## src/rtl/four_bit_register.sv

```systemverilog
// four_bit_register
//   WIDTH-bit holding register with a synchronous set and a clock enable.
//   At each rising clk edge, in priority order:
//     set = 1          -> load SET_VALUE (default all ones)
//     ce  = 1          -> load din
//     otherwise        -> hold
//   dout comes straight from the register. No input reaches it combinationally.
//
// Ports
//   clk   in   1      rising-edge clock
//   set   in   1      synchronous active-high set, loads SET_VALUE
//   ce    in   1      clock enable, active-high
//   din   in   WIDTH  data to capture
//   dout  out  WIDTH  registered contents
module four_bit_register #(
  parameter int unsigned          WIDTH     = 4,
  parameter logic [WIDTH-1:0]     SET_VALUE = {WIDTH{1'b1}}
) (
  input  logic             clk,
  input  logic             set,
  input  logic             ce,
  input  logic [WIDTH-1:0] din,
  output logic [WIDTH-1:0] dout
);

  logic [WIDTH-1:0] data_q, data_d;

  // Next state. set beats ce. X/Z on din passes through unchanged.
  always_comb begin
    data_d = data_q;
    if (set)     data_d = SET_VALUE;
    else if (ce) data_d = din;
  end

  // There is no separate reset branch here. set is this block's reset, and
  // it is already covered by the next-state logic above.
  always_ff @(posedge clk) begin
    data_q <= data_d;
  end

  assign dout = data_q;

endmodule

```

## config.mk

```make
export PLATFORM = sky130hd
export DESIGN_NAME = four_bit_register
export DESIGN_NICKNAME = d
export VERILOG_FILES = /design/src/rtl/four_bit_register.sv
export SDC_FILE = /design/constraint.sdc
export NUM_CORES = 1
export LEC_CHECK = 0
export BUFFER_PORTS_ARGS = -buffer_cell sky130_fd_sc_hd__buf_2
export CORE_AREA = 2 2 39 41
export DETAILED_ROUTE_END_ITERATION = 16
export DIE_AREA = 0 0 41 43
export PLACE_DENSITY = 0.31
export SLEW_MARGIN = 25
export SYNTH_ARGS = -nofsm -noshare
export SYNTH_HDL_FRONTEND = slang
export SYNTH_SLANG_ARGS = --single-unit
export TNS_END_PERCENT = 30
```

## constraint.sdc

```tcl
create_clock -name clk -period 0.8 [get_ports clk]
set_input_delay 0.16 -clock clk [delete_from_list [all_inputs] [get_ports clk]]
set_output_delay 0.16 -clock clk [all_outputs]
set_load 0.01 [all_outputs]
```

# Word-level counts from Yosys, hierarchy flattened
# Cells that the tools add are included.
[word_totals]
inputBits = 7
output_inout_bits = 4
reg_bits = 4

# Longest topological paths before layout
[depth]
word_depth = 0
mapped_depth = 2

# Least setup slack after synthesis
# No wires, ideal clock.
[synth_timing]
kind = "reg2reg"
startpoint = "register, netlist name dout[0]"
endpoint = "register data_q[0] (netlist: dout[0])"
slack_ns = 0.035
arrival_ns = 0.645
required_ns = 0.680
stages_incl_launch_ff = 3
setup_time_ns = 0.120
cell_sequence = "dfxtp_1 -> nor2b_1 -> a211o_1"
[synth_lines]
columns = ["item", "line", "rtl"]
rows = [
  ["end signal: assignment", "38", "data_q <= data_d;"],
  ["end: declaration", "26", "logic [WIDTH-1:0] data_q, data_d;"],
]

# Worst setup path in the final report
[layout_timing]
startpoint = "register data_q[2] (netlist: dout[2])"
endpoint = "output dout[2]"
[layout_lines]
columns = ["item", "line", "rtl"]
rows = [
  ["end: declaration", "23", "output logic [WIDTH-1:0] dout"],
]
# No word-level cell between the ends.

==> key figures <==
Timing
  – Setup Skew: 0 ps
  – Hold Vio Cnt, Final: 0
  – Period minus WS final: around 820 ps
  – # setup viols final: 4
  – Worst slew margin: 0.908
  – Fmax: 1.22 GHz
  – RSZ-0062 raised after global routing: yes
  – Worst setup margin: -19.8 ps
  – Worst Tran Pin Value: roughly 140 ps
  – Slew Limit Fails: 0
  – Period utilisation layout: 1.02

Clock tree
  – CTS sink count: 4
  – CTS max path bufs: 2
  – Later-pin clock latency in the skew report: around 230 ps
  – Clock-pin slew on the worst setup and hold paths: roughly 40 ps
  – Post-CTS Setup Inserts: 0
  – Cts bufs inserted: 3
  – # hold bufs at CTS: 0
  – CTS tree: done
  – H-tree level count: 1
  – Root buffer cell: clkbuf_4

Worst setup path
  – Worst Setup End Kind: output pin
  – Worst Path Required: 640 ps
  – Crit-path max cell delay: between 300 and 400 ps
  – Worst-path cell chain: buf_6
  – Worst path bufs/invs: 1
  – CP max FO: 2
  – Critical path startpoint category: register
  – Critical Path AT: between 600 and 700 ps
  – CP delay by family, top: flip-flops
  – Setup Crit Path Kind: register to output pin
  – Slowest-stage cell, CP: dfxtp_2

Routing
  – Drt wl/cell: 9.59 um
  – Post-DRT Antenna Nets: 0
  – Via/cell ratio: around 3.6
  – Total Wirelength: around 390 um
  – DRT Pass-1 Iters: 2
  – DRC: 0
  – DR iter-0 viols: 1
  – Via count: approximately 150

Finish
  – Sequential Area: roughly 85 um2
  – Finished Core Util: 0.190
  – Ant. Diodes: 0
  – Number of flip-flops in the largest register: 4
  – Nets: 34
  – Post-route cell area: roughly 260 um2
  – Layout area overhead: 87.5%
  – Area of the multi-input gates: about 60 um2
  – FILL cells: 157
  – Layout cell share with drive strength beyond 1: 0.680

Die
  – Die Ht: 43 um
  – Io pins: 11
  – Site Rows: 14
  – Initial Util: 0.101
  – Die W: between 40 and 50 um
  – Die ar.: around 1800 um2
  – Core area: 1380 um2

Logic synthesis
  – Syn_nets: 19
  – Synth Area in Adders: 0
  – Post-synth cell types: 3
  – Largest family of logic cells by synthesized area: compound AO/OA/AOI/OAI gates
  – Mux cell area share after synthesis: 0
  – Synthesized flop and latch total: 4
  – Syn Std Cell Area: between 100 and 150 um2
  – Register area share after synthesis: 0.571
  – Top post-synthesis cells by area: dfxtp_1, a211o_1, nor2b_1
  – Syn Area/Cell: 11.7 um2
  – Cell taking the most area after synthesis: dfxtp_1
  – XOR/XNOR Fraction of Synth Area: 0
  – Ys Warns: 0
  – Compound-cell area share of the yosys netlist: 0.250
  – Synthesized netlist cell count: 12
  – Area share of and/or/nand/nor cells after synthesis: 0.179
  – Share of the synthesized area in the top cell type: 0.571

Status
  – Outcome: complete, but fails checks
  – Violated checks: setup timing

Power and ir drop
  – Pleak: about 0.00012 uW
  – Pwr dens: roughly 2100 nW/um2
  – Worst IR drop on VDD: ~1.2 mV
  – Total Power: about 550 uW

Global routing
  – Initial antenna violation count: 0
  – Largest net degree at the start of global routing: 9
  – Grt total ovfl: 0
  – Number of global-route vias before repair: 163
  – Global Route Usage Sum: 0.0633
  – First-pass GRT wire length: between 600 and 700 um

Worst hold path
  – Worst Hold Class: input pin to register

Placed design
  – Port Buffers: 10
  – Routability Congestion: around 0.52
  – Placed instance area: between 200 and 250 um2

Job
  – Max-cap viol count: 0
==> layout by cell type (no fill, tap or decap) <==
master | Yosys | layout
nor2b_1 | 4 | 4
a211o_1 | 4 | 4
buf_2 | 0 | 6
dfxtp_2 | 0 | 4
buf_6 | 0 | 4
clkbuf_4 | 0 | 3
==> cell usage after synthesis <==
cell	n
a211o_1	4
dfxtp_1	4
nor2b_1	4
==> where the power goes <==
| group | internal [uW] | leakage, uW | switching, uW |
|---|---|---|---|
| clock | 167 | 0.0000138 | 75.1 |
| sequential | 218 | 0.0000323 | 8.99 |
| combinational | 50.6 | 0.0000703 | 29.9 |
| total | 436 | 0.000116 | 114 |
==> worst paths after layout <==
| kind | cells after the start | startpoint | slack [ps] | endpoint |
|---|---|---|---|---|
| max | 1 | dout[2]$_SDFFE_PP1P_ | -20 | dout[2] |
| min | 2 | din[1] | 130 | dout[1]$_SDFFE_PP1P_ |
| min reg2reg | 2 | dout[0]$_SDFFE_PP1P_ | 580 | dout[0]$_SDFFE_PP1P_ |
| max reg2reg | 2 | dout[2]$_SDFFE_PP1P_ | 30 | dout[2]$_SDFFE_PP1P_ |
==> kinds of logic after synthesis <==
logic type       after synthesis
AND/OR/NAND/NOR                4
flip-flops                     4
AO/OA/AOI/OAI                  4
==> final cells by class <==
type / instances / area share
timing repair buffer: 10 / 0.286
clock buffer: 3 / 0.0857
sequential: 4 / 0.324
multi-input combinational: 8 / 0.229
tap: 16 / 0.0762
==> stage by stage <==
| step | TNS [ps] | worst slack [ps] | std cells | hold slack [ps] |
|---|---|---|---|---|
| finish | -58.5 | -19.8 | 41 | 135 |
| global route | -193 | -49.4 | 41 | 136 |
| CTS | -108 | -33.5 | 41 | 130 |
| detailed placement | 0 | 32.5 | 38 | 376 |
| global placement | 0 | 70.2 | 38 | 364 |
| floorplan | 0 | 35.1 | 12 | 259 |
==> metal layers <==
metal / part of all wire / wire, um / global-route usage / vias up
met1: 0.40 / 159 / 0.0579 / 63
li1: - / - / - / 70
met3: 0.19 / 76 / 0.0942 / 0
met4: 0 / 0 / 0.0200 / 0
met2: 0.40 / 157 / 0.0750 / 14
met5: 0 / 0 / 0 / -
==> what timing repair did <==
| action | CTS | global route |
|---|---|---|
| gates cloned | 0 | 0 |
| endpoints found under the setup margin | 4 | 6 |
| gates resized for setup | 8 | 0 |
Note: power is estimated with default switching activity, not from simulation.
